## src/rtl/fp_add_normalizer.sv

```systemverilog
// Post-adder normalize/round stage of the single-precision FP adder.
// Two-register pipeline (S1 = operand + leading-zero count, S2 = packed
// result) with valid/ready on both sides. Rounding is round-to-nearest-even
// using only the bit shifted out on a carry; there is no sticky bit here.

// 25-bit logarithmic left shifter: one conditional power-of-two stage per
// shift-amount bit.
module shifter_left_25bits #(
  parameter int W    = 25,
  parameter int SH_W = 5
) (
  input  logic [W-1:0]    din,
  input  logic [SH_W-1:0] shamt,
  output logic [W-1:0]    dout
);

  // Cascade of shift-by-2^k stages selected by shamt[k].
  always_comb begin
    dout = din;
    for (int k = 0; k < SH_W; k++) begin
      if (shamt[k]) dout = dout << (1 << k);
    end
  end

endmodule

module fp_add_normalizer #(
  parameter int EXP_W    = 8,
  parameter int MAN_W    = 25,
  parameter int BIAS_MAX = 255
) (
  input  logic             clk,
  input  logic             rst_n,
  input  logic             in_valid,
  output logic             in_ready,
  input  logic             in_sign,
  input  logic [EXP_W-1:0] in_exp,
  input  logic [MAN_W-1:0] in_mant,
  output logic             out_valid,
  input  logic             out_ready,
  output logic             out_sign,
  output logic [EXP_W-1:0] out_exp,
  output logic [MAN_W-3:0] out_frac,
  output logic [2:0]       out_flags
);

  localparam int LZ_W = $clog2(MAN_W);
  localparam int XW   = EXP_W + 2;

  // Handshake terms
  logic s1_ready;
  logic s2_ready;

  // Stage S1 registers
  logic             s1_valid_q, s1_valid_d;
  logic             s1_sign_q,  s1_sign_d;
  logic [EXP_W-1:0] s1_exp_q,   s1_exp_d;
  logic [MAN_W-1:0] s1_mant_q,  s1_mant_d;
  logic             s1_carry_q, s1_carry_d;
  logic [LZ_W-1:0]  s1_lz_q,    s1_lz_d;

  // Stage S2 (output) registers
  logic             out_valid_q, out_valid_d;
  logic             out_sign_q,  out_sign_d;
  logic [EXP_W-1:0] out_exp_q,   out_exp_d;
  logic [MAN_W-3:0] out_frac_q,  out_frac_d;
  logic [2:0]       out_flags_q, out_flags_d;

  // Input-side leading-zero count and S2 result datapath
  logic [LZ_W-1:0]  lz_c;
  logic [MAN_W-1:0] shl_mant;
  logic [MAN_W-1:0] norm_m;
  logic [XW-1:0]    exp_adj;
  logic             round_up;
  logic             uflow;
  logic [EXP_W-1:0] res_exp;
  logic [MAN_W-3:0] res_frac;
  logic [2:0]       res_flags;

  // Pipeline ready chain: a stage can load when empty or when the stage after it drains.
  always_comb begin
    s2_ready = ~out_valid_q | out_ready;
    s1_ready = ~s1_valid_q | s2_ready;
    in_ready = s1_ready;
  end

  // Leading-zero count of mant[23:0]; the highest set bit wins, all-zero gives 24.
  always_comb begin
    lz_c = LZ_W'(MAN_W - 1);
    for (int i = 0; i < MAN_W - 1; i++) begin
      if (in_mant[i]) lz_c = LZ_W'(MAN_W - 2 - i);
    end
  end

  // S1 next-state: capture a beat when S1 can accept, otherwise hold.
  always_comb begin
    s1_valid_d = s1_valid_q;
    s1_sign_d  = s1_sign_q;
    s1_exp_d   = s1_exp_q;
    s1_mant_d  = s1_mant_q;
    s1_carry_d = s1_carry_q;
    s1_lz_d    = s1_lz_q;
    if (s1_ready) begin
      s1_valid_d = in_valid;
      if (in_valid) begin
        s1_sign_d  = in_sign;
        s1_exp_d   = in_exp;
        s1_mant_d  = in_mant;
        s1_carry_d = in_mant[MAN_W-1];
        s1_lz_d    = lz_c;
      end
    end
  end

  // S1 register
  always_ff @(posedge clk or negedge rst_n) begin
    if (!rst_n) begin
      s1_valid_q <= 1'b0;
      s1_sign_q  <= 1'b0;
      s1_exp_q   <= '0;
      s1_mant_q  <= '0;
      s1_carry_q <= 1'b0;
      s1_lz_q    <= '0;
    end else begin
      s1_valid_q <= s1_valid_d;
      s1_sign_q  <= s1_sign_d;
      s1_exp_q   <= s1_exp_d;
      s1_mant_q  <= s1_mant_d;
      s1_carry_q <= s1_carry_d;
      s1_lz_q    <= s1_lz_d;
    end
  end

  shifter_left_25bits #(
    .W    (MAN_W),
    .SH_W (LZ_W)
  ) u_shl (
    .din   (s1_mant_q),
    .shamt (s1_lz_q),
    .dout  (shl_mant)
  );

  // Normalize, round and classify the S1 operand. The exponent is carried two
  // bits wider so both +2 overflow and a negative exp-lz stay distinguishable.
  always_comb begin
    norm_m    = s1_mant_q;
    exp_adj   = XW'(s1_exp_q);
    round_up  = 1'b0;
    uflow     = 1'b0;
    res_exp   = '0;
    res_frac  = '0;
    res_flags = 3'b000;
    if (s1_carry_q) begin
      norm_m   = s1_mant_q >> 1;
      exp_adj  = XW'(s1_exp_q) + XW'(1);
      round_up = s1_mant_q[0] & norm_m[0];
      if (round_up) norm_m = norm_m + MAN_W'(1);
      if (norm_m[MAN_W-1]) begin
        norm_m  = norm_m >> 1;
        exp_adj = exp_adj + XW'(1);
      end
    end else if (s1_lz_q != '0) begin
      norm_m  = shl_mant;
      exp_adj = XW'(s1_exp_q) - XW'(s1_lz_q);
      uflow   = (s1_exp_q <= EXP_W'(s1_lz_q));
    end

    if (s1_mant_q == '0) begin
      res_flags = 3'b100;
    end else if (uflow) begin
      res_flags = 3'b110;
    end else if (exp_adj >= XW'(BIAS_MAX)) begin
      res_exp   = EXP_W'(BIAS_MAX);
      res_flags = 3'b001;
    end else begin
      res_exp  = exp_adj[EXP_W-1:0];
      res_frac = norm_m[MAN_W-3:0];
    end
  end

  // S2 next-state: load the computed result when the output slot is free or popping.
  always_comb begin
    out_valid_d = out_valid_q;
    out_sign_d  = out_sign_q;
    out_exp_d   = out_exp_q;
    out_frac_d  = out_frac_q;
    out_flags_d = out_flags_q;
    if (s2_ready) begin
      out_valid_d = s1_valid_q;
      if (s1_valid_q) begin
        out_sign_d  = s1_sign_q;
        out_exp_d   = res_exp;
        out_frac_d  = res_frac;
        out_flags_d = res_flags;
      end
    end
  end

  // S2 output register
  always_ff @(posedge clk or negedge rst_n) begin
    if (!rst_n) begin
      out_valid_q <= 1'b0;
      out_sign_q  <= 1'b0;
      out_exp_q   <= '0;
      out_frac_q  <= '0;
      out_flags_q <= 3'b000;
    end else begin
      out_valid_q <= out_valid_d;
      out_sign_q  <= out_sign_d;
      out_exp_q   <= out_exp_d;
      out_frac_q  <= out_frac_d;
      out_flags_q <= out_flags_d;
    end
  end

  // Output drive
  always_comb begin
    out_valid = out_valid_q;
    out_sign  = out_sign_q;
    out_exp   = out_exp_q;
    out_frac  = out_frac_q;
    out_flags = out_flags_q;
  end

endmodule
```

## config.mk

```make
export PLATFORM = sky130hd
export DESIGN_NAME = fp_add_normalizer
export DESIGN_NICKNAME = d
export VERILOG_FILES = /design/src/rtl/fp_add_normalizer.sv
export SDC_FILE = /design/constraint.sdc
export NUM_CORES = 1
export LEC_CHECK = 0
export CAP_MARGIN = 20
export CORE_UTILIZATION = 45
export CTS_CLUSTER_SIZE = 28
export DETAILED_ROUTE_END_ITERATION = 8
export GPL_ROUTABILITY_DRIVEN = 0
export GPL_TIMING_DRIVEN = 0
export HOLD_SLACK_MARGIN = 0.15
export PLACE_DENSITY = 0.65
export SYNTH_ARGS = -nofsm -noshare
export SYNTH_HDL_FRONTEND = slang
export SYNTH_SLANG_ARGS = --single-unit
```

## constraint.sdc

```tcl
create_clock -name clk -period 3.8 [get_ports clk]
set_input_delay 0.76 -clock clk [delete_from_list [all_inputs] [get_ports clk]]
set_output_delay 0.76 -clock clk [all_outputs]
set_load 0.03 [all_outputs]
```

After elaboration in Yosys (flattened, before gate mapping)
Cells that the tools add are included.

storage, ports and cells
  input port bits = 38
  register bits after elaboration = 77
  word-level logic and storage cells = 74

cells by class
  bitwise logic cells = 5
  $add $sub $neg = 4
  $lt $le $gt $ge = 2
  reductions and logical operators = 4
  muxes and demuxes = 48

operators with widths
  kind                   number
  $mux 23                11
  $mux 5                 23
  $mux 25                2
  $mux 10                3
  $add 24x1->25 const B  1
  $logic_not 25->1       1
  $mux 8                 3
  $add 9x1->10 const B   1
  $ge 10x8->1 const B    1
  $add 8x1->9 const B    1
  $sub 8x5->9            1
  $le 8x5->1             1
  $mux 3                 2
  $reduce_bool 5->1      1
  $mux 4                 1
  $reduce_and 2->1       2
  $mux 1                 3
  $not 1->1              2
  $or 1x1->1             2
  $and 1x1->1            1

Depth between registers and ports, before layout
Gate-level depths: netlist of run 1.

  word-level depth = 24
  gate-level depth with buffers = 14
  gate-level depth less buffers = 12

Cells and area by module
Synthesis of run 1 repeated with hierarchy kept, for this count alone.

unflattened totals
  cells, all modules = 724
  area, all modules = 6427.4 sq um

by module, submodules not included
  module               instances  cells an instance  area an instance (sq um)  seq. area each (sq um)
  fp_add_normalizer    1          580                5177.5                    1901.8
  shifter_left_25bits  1          144                1249.9                    0.0

Least setup slack after synthesis of run 1
No wires, ideal clock.

  path kind = reg2reg
  from = reg s1_lz_q[1]
  to = reg out_frac_q[10] (netlist: out_frac[10])
  path slack = 365 ps
  library setup time = 121 ps
  arrival = 3314 ps
  required time = 3679 ps
  stages on the path, launching flop included = 14
  path through = dfrtp_1 > clkbuf_1 > inv_1 > buf_1 > fa_1 > a21oi_1 > o21ai_0 > nor4_1 > mux2i_1 > or4_4 > nor4_4 > o21ai_2 > buf_6 > a22o_1

between the ends
  longest elaborated chain between the ends = 9
  elaborated cells on any way between the ends = 17
  those cells by class = add/sub (1); order compare (2); mux (13); reduce/logical (1)

RTL lines
  item                                                                 line  RTL
  start: declaration                                                   60    logic [LZ_W-1:0] s1_lz_q, s1_lz_d;
  start signal: assignment                                             130   s1_lz_q <= s1_lz_d;
  parallel branches: the longest is 7 deep, another holds $ge 10x8->1  --
  $mux 23 (*)                                                          170   end else if (uflow) begin
  $mux 23 (*)                                                          168   if (s1_mant_q == '0) begin
  end signal: assignment                                               211   out_frac_q <= out_frac_d;
  end: declaration                                                     66    logic [MAN_W-3:0] out_frac_q, out_frac_d;

Mark *: on every way between the ends.
A chain may end at the register's enable or synchronous reset.

Final worst setup path of run 1
  from = reg s1_lz_q[1]
  to = reg out_frac_q[8] (netlist: out_frac[8])

The elaborated chain is that of the path after synthesis.

==> results.py, run 1 <==
metrics = {
    "timing": {
        "slew_headroom_pct": 53.6,
        "setup_viol": 0,
        "hold_ws_ns": 0.361,
        "fin_crit_sh_pct": 94.0,
        "slew_viol_final": 0,
        "max_freq_mhz": 280,
        "setup_slack_ns": 0.230,
        "worst_slew_pin_slew_ns": 0.687,
        "finalCriticalPeriod_ns": 3.57,
        "hold_viol": 0,
        "fin_skew_ns": 0.00810,
        "tns_ns": 0,
        "rsz0062_at_grt": "false",
    },
    "run_status": {
        "status": "finished clean",
    },
    "synth": {
        "synth_seq_cells": 76,
        "ys.flop_type": "dfrtp_1",
        "synth_seq_area_share_pct": 32.2,
        "synth.distinct_cells": 77,
        "avgSynthCellArea_um2": 8.67,
        "synth_edf_count": 0,
        "synth.net_count": 729,
        "netlist_area_mm2": 0.00591,
        "ys_async_sr_fraction_pct": 100,
        "ys_warn_count": 0,
        "synthCells": 682,
    },
    "final_layout": {
        "seqCellArea_mm2": 0.00190,
        "finalInstanceArea_mm2": 0.00724,
        "final_util_pct": 56.9,
        "diodes": 0,
        "drive_gt1_share_pct": 15.2,
        "nFillCells": 1185,
        "syn2layout_area_growth_pct": 22.4,
        "final_net_count": 816,
        "multi_input_area_mm2": 0.00365,
    },
    "clock_tree": {
        "clock_path_buffers": 2,
        "path_clk_slew_ns": 0.06,
        "htree_levels": 3,
        "root_buffer": "clkbuf_16",
        "cts_tree": "built",
        "clock_sinks": 76,
        "clock_latency_ns": 0.35,
        "cts_made_buffers": 9,
    },
    "die": {
        "rows": 41,
        "core-area_mm2": 0.0127,
        "die-area_mm2": 0.0136,
        "die_x_um": 117,
        "fp.dieH_um": 117,
        "io_pins": 75,
        "initial_utilization_pct": 46.5,
    },
    "worst_setup_path": {
        "worstSetupPathType": "reg -> reg",
        "path_cells": "clkinvlp_4 > buf_4 > fa_1 > a21oi_1 > o21ai_0 > nor4_2 > mux2i_1 > or4_4 > nor4_4 > o21ai_2 > buf_6 > a22o_1",
        "crit_arrival_ns": 3.80,
        "critPathTopFamily": "simple AND/OR/NAND/NOR gates",
        "slowest_stage": "dfrtp_1",
        "r2r_slack_ns": 0.23,
        "slowest_delay_ns": 0.63,
        "cp.required_ns": 4.03,
        "r2r-start": "s1_lz_q[1]$_DFFE_PN0P_",
        "cp-end-kind": "flop",
        "crit_fanout": 11,
        "r2r_end": "out_frac[8]$_DFFE_PN0P_",
        "cp_num_buf_inv": 3,
        "rr_worst_depth": 12,
        "start_kind": "flop",
    },
    "hold_path": {
        "hold_class": "in -> async",
    },
    "route": {
        "routedWlPerCell_um": 19.7,
        "routed_wl_um": 18600,
        "drc": 0,
        "drt_iter0_drc": 690,
        "vias_per_cell": 6.16,
        "vias": 5829,
        "final_antenna_net_count": 0,
        "first_pass_iters": 6,
    },
    "place": {
        "dp_hpwl_um": 14400,
        "portBuffers": 74,
        "pre_cts_slack_ns": -0.311,
        "placed_area_mm2": 0.00689,
    },
    "global_route": {
        "grt_use_total_pct": 28.5,
        "grt_overflow": 0,
        "antenna_found_initial": 0,
        "grt_pass1_wl_um": 29000,
        "grt_pass1_vias": 5589,
        "grt_max_degree": 41,
    },
    "power_and_ir_drop": {
        "irDropWorstVdd_uv": 247,
        "power.leakage_nw": 2.91,
        "power.density_mw_per_mm2": 530,
    },
    "flow_run": {
        "cap_violations": 0,
    },
}
[worst max path at each step]
stage / slack (ns) / cells past startpoint / start / end
6_report: 0.23 / 12 / s1_lz_q[1]$_DFFE_PN0P_ / out_frac[8]$_DFFE_PN0P_
5_1_grt: 0.02 / 12 / s1_lz_q[1]$_DFFE_PN0P_ / out_frac[5]$_DFFE_PN0P_
4_1_cts: 0.05 / 13 / s1_lz_q[2]$_DFFE_PN0P_ / out_frac[8]$_DFFE_PN0P_
3_5_place_dp: -0.31 / 13 / s1_lz_q[1]$_DFFE_PN0P_ / out_frac[9]$_DFFE_PN0P_
3_3_place_gp: -0.67 / 1 / rst_n / s1_mant_q[3]$_DFFE_PN0P_
2_1_floorplan: 0.37 / 13 / s1_lz_q[1]$_DFFE_PN0P_ / out_frac[10]$_DFFE_PN0P_
[logic make-up (layout without fill, tap and decap cells)]
family	Yosys count	after routing	synth area share, %
multiplexers	69	69	13.4
adder cells (fa/ha/maj)	9	9	2.03
AO/OA/AOI/OAI	180	180	21.6
AND/OR/NAND/NOR	240	240	20.4
flip-flops	76	76	32.2
XOR/XNOR	28	28	4.15
buffers and inverters	80	172	6.24
[layout by cell type (no fill, tap or decap), types with 4 or more instances in the layout]
| cell | instances |
|---|---|
| clkdlybuf4s50_1 | 73 |
| clkbuf_1 | 28 |
| nor4_1 | 10 |
| clkbuf_16 | 9 |
| xnor2_1 | 18 |
| a22o_1 | 26 |
| nor3_1 | 16 |
| or3_1 | 4 |
| a22o_2 | 4 |
| a32o_1 | 5 |
| a21oi_1 | 31 |
| buf_4 | 12 |
| buf_2 | 16 |
| mux2i_1 | 25 |
| nor2b_1 | 4 |
| o21ai_0 | 37 |
| inv_1 | 18 |
| nand2b_1 | 6 |
| o22ai_1 | 11 |
| a21o_1 | 4 |
| clkbuf_2 | 4 |
| mux2_2 | 40 |
| a211oi_1 | 7 |
| a2111oi_0 | 5 |
| dfrtp_1 | 76 |
| nand3_1 | 24 |
| o211ai_1 | 7 |
| ha_1 | 8 |
| xor2_1 | 10 |
| nor2_1 | 64 |
| a31oi_1 | 6 |
| nand2_1 | 73 |
| nand4_1 | 14 |
| mux4_2 | 4 |
[final cells by class]
type / count / area share [%]
Inverter: 20 / 1.09
Tap cell: 172 / 2.97
Clock inverter: 4 / 1.00
Clock buffer: 12 / 3.41
Buffer: 57 / 3.92
Multi-Input combinational cell: 526 / 50.4
Sequential cell: 76 / 26.3
Timing Repair Buffer: 79 / 10.9
[registers in the layout (all words and copies together) (netlist names)]
signal	flops
out_exp	8
s1_sign_q	1
s1_mant_q	25
s1_lz_q	5
out_flags	3
s1_valid_q	1
out_valid	1
out_frac	23
out_sign	1
s1_exp_q	8
[timing repair]
action                                 CTS  global route
gates resized for setup                  1             3
setup endpoints to repair               27            25
hold buffers                             0             0
pin swaps                                0             0
endpoints found under the hold margin    0             0
setup buffers                            0             4
cloned                                   0             0
[stage by stage]
stage | std cells | power [mW]
3_5_place_dp | 929 | 2.88
3_3_place_gp | 928 | 2.85
2_1_floorplan | 682 | 2.27
4_1_cts | 943 | 3.81
5_1_grt | 946 | 4.02
6_report | 946 | 3.84
[Yosys cell counts, types with 18 or more instances]
library cell  number  share of area (%)
a21oi_1           31                2.6
a22o_1            26                3.9
clkbuf_1          28                1.8
dfrtp_1           76                 32
inv_1             19                1.2
mux2_2            40                7.6
mux2i_1           25                4.2
nand2_1           73                4.6
nand3_1           24                2.0
nor2_1            64                4.1
o21ai_0           37                3.1
xnor2_1           18                2.7
[where the power goes]
| group | switching [mW] | internal (mW) | leakage [nW] |
|---|---|---|---|
| clock | 0.334 | 0.592 | 0.153 |
| sequential | 0.126 | 0.991 | 0.915 |
| combinational | 1.05 | 0.751 | 1.84 |
| total | 1.51 | 2.33 | 2.91 |
[layer usage]
| layer | vias to the layer above | part of all wire (%) | global-route usage, % |
|---|---|---|---|
| met3 | 56 | 9.4 | 4.77 |
| met4 | 0 | 3.6 | 15.9 |
| li1 | 2694 | - | - |
| met5 | - | 0 | 0 |
| met2 | 336 | 45 | 44.4 |
| met1 | 2743 | 42 | 37.6 |
(Power assumes the default switching activity.)
==> inputs of run 2 (changes only) <==
Settings changed: DONT_BUFFER_PORTS from default to 1, PLACE_DENSITY 0.65 to 0.58, SETUP_SLACK_MARGIN from default to 0.4.
==> results.py, run 2 (synthesis results as in run 1) <==
metrics = {
    "run_status": {
        "status": "finished clean",
    },
    "timing": {
        "finalCriticalPeriod_ns": 3.34,
        "fin_crit_sh_pct": 87.8,
        "setup_slack_ns": 0.464,
        "max_freq_mhz": 300,
        "worst_slew_pin_slew_ns": 0.827,
        "rsz0062_at_grt": "true",
        "slew_headroom_pct": 43.5,
        "hold_viol": 0,
        "fin_skew_ns": 0.00725,
        "setup_viol": 0,
        "slew_viol_final": 0,
        "hold_ws_ns": 0.263,
    },
    "route": {
        "drt_iter0_drc": 555,
        "first_pass_iters": 6,
        "final_antenna_net_count": 0,
        "routedWlPerCell_um": 21.5,
        "vias_per_cell": 6.37,
        "routed_wl_um": 19000,
        "vias": 5616,
        "drc": 0,
    },
    "clock_tree": {
        "clock_path_buffers": 2,
        "cts_made_buffers": 9,
        "htree_levels": 3,
        "clock_sinks": 76,
        "root_buffer": "clkbuf_16",
        "path_clk_slew_ns": 0.06,
        "cts_tree": "built",
        "clock_latency_ns": 0.35,
    },
    "global_route": {
        "gr-usage-met1_pct": 39.4,
        "grt.busiest_layer": "met2",
        "antenna_found_initial": 0,
        "grt_pass1_wl_um": 29700,
        "use_met3_pct": 6.43,
        "use_met2_pct": 44.9,
        "grt_max_degree": 77,
        "grt_pass1_vias": 5454,
        "grt_overflow": 0,
        "grt_use_total_pct": 29.2,
    },
    "worst_setup_path": {
        "path_cells": "buf_6 > inv_2 > ha_1 > inv_1 > fa_2 > xor2_1 > nor2_1 > o311a_1 > or4_4 > nor4_4 > buf_4 > o21ai_4 > buf_4 > a22o_1",
        "cp.required_ns": 4.04,
        "slowest_delay_ns": 0.50,
        "rr_worst_depth": 14,
        "r2r_slack_ns": 0.46,
        "worstSetupPathType": "reg -> reg",
        "r2r_end": "out_frac[9]$_DFFE_PN0P_",
        "cp-startpoint": "s1_exp_q[0]$_DFFE_PN0P_",
        "crit_fanout": 10,
        "crit_path_frequent_cell": "buf_4",
        "crit_arrival_ns": 3.57,
        "cp-end-kind": "flop",
        "start_kind": "flop",
        "slowest_stage": "or4_4",
        "r2r-start": "s1_exp_q[0]$_DFFE_PN0P_",
    },
    "die": {
        "rows": 41,
        "die_x_um": 117,
        "io_pins": 75,
        "initial_utilization_pct": 46.5,
        "core-area_mm2": 0.0127,
        "fp.dieH_um": 117,
        "die-area_mm2": 0.0136,
    },
    "place": {
        "portBuffers": 0,
        "placed_area_mm2": 0.00613,
        "pre_cts_slack_ns": -0.0901,
        "dp_hpwl_um": 14200,
        "place_inst": 854,
    },
    "final_layout": {
        "drive_gt1_share_pct": 19.6,
        "layout_common_cells": "dfrtp_1 (76), nand2_1 (73), nor2_1 (64), mux2_2 (40), o21ai_0 (35)",
        "finalNonFillerCells": 881,
        "largest_register_ffs": 25,
        "diodes": 0,
        "final_common_cell": "dfrtp_1",
        "final_net_count": 753,
        "nFillCells": 1278,
        "top_register": "s1_mant_q",
        "finalInstanceArea_mm2": 0.00667,
        "syn2layout_area_growth_pct": 12.7,
    },
    "power_and_ir_drop": {
        "power.leakage_nw": 2.71,
        "power.density_mw_per_mm2": 531,
        "finalPower_mw": 3.54,
        "irDropWorstVdd_uv": 254,
    },
    "flow_run": {
        "cap_violations": 0,
    },
    "hold_path": {
        "hold_class": "in -> async",
    },
}
-- run 2: cell type report --
class	instances	area (um^2)	share of cell area, %
Clock buffer	11	233	3.49
Buffer	60	328	4.92
Timing Repair Buffer	12	110	1.65
Inverter	20	81.3	1.22
Tap cell	172	215	3.23
Multi-Input combinational cell	527	3760	56.4
Clock inverter	3	40.0	0.601
Sequential cell	76	1900	28.5
-- run 2: worst max-delay path by stage --
stage,to,slack (ns),cells past startpoint
global placement,out_frac[3]$_DFFE_PN0P_,-0.05,13
global route,out_frac[9]$_DFFE_PN0P_,0.33,15
floorplan,out_frac[10]$_DFFE_PN0P_,0.47,13
CTS,out_frac[2]$_DFFE_PN0P_,0.41,15
finish,out_frac[9]$_DFFE_PN0P_,0.46,14
detailed placement,out_frac[19]$_DFFE_PN0P_,-0.09,12
-- run 2: what timing repair did --
item	CTS	global route
gates resized for setup	25	13
pin swaps	3	4
gates cloned	2	0
endpoints found under the hold margin	76	0
hold buffers	1	0
setup endpoints to repair	33	27
setup buffers	6	4
-- run 2: routing by layer --
metal	up-vias	share of wire, %
met5	-	0
met4	0	3.3
met3	52	9.1
met2	304	44
met1	2685	43
li1	2575	-
-- run 2: stage by stage --
stage	TNS, ns	util [%]
CTS	0	51.8
detailed placement	-1.19	48.2
global placement	-0.595	48.2
floorplan	0	-
global route	0	52.4
finish	0	52.4
-- run 2: where the power goes --
| group | internal (mW) | switching, mW |
|---|---|---|
| clock network | 0.500 | 0.340 |
| registers | 0.987 | 0.403 |
| logic | 0.544 | 0.763 |
| total | 2.03 | 1.51 |
-- run 2: critical path, delay by kind of cell, from the launching register on --
| kind | cells | cell delay, ns |
|---|---|---|
| and+or+nand+nor | 3 | 0.84 |
| buffers and inverters | 5 | 0.65 |
| adders and majority gates | 2 | 0.53 |
| AOI/OAI and AO/OA | 3 | 0.58 |
| xor gates and xnor gates | 1 | 0.19 |
| DFF | 1 | 0.39 |
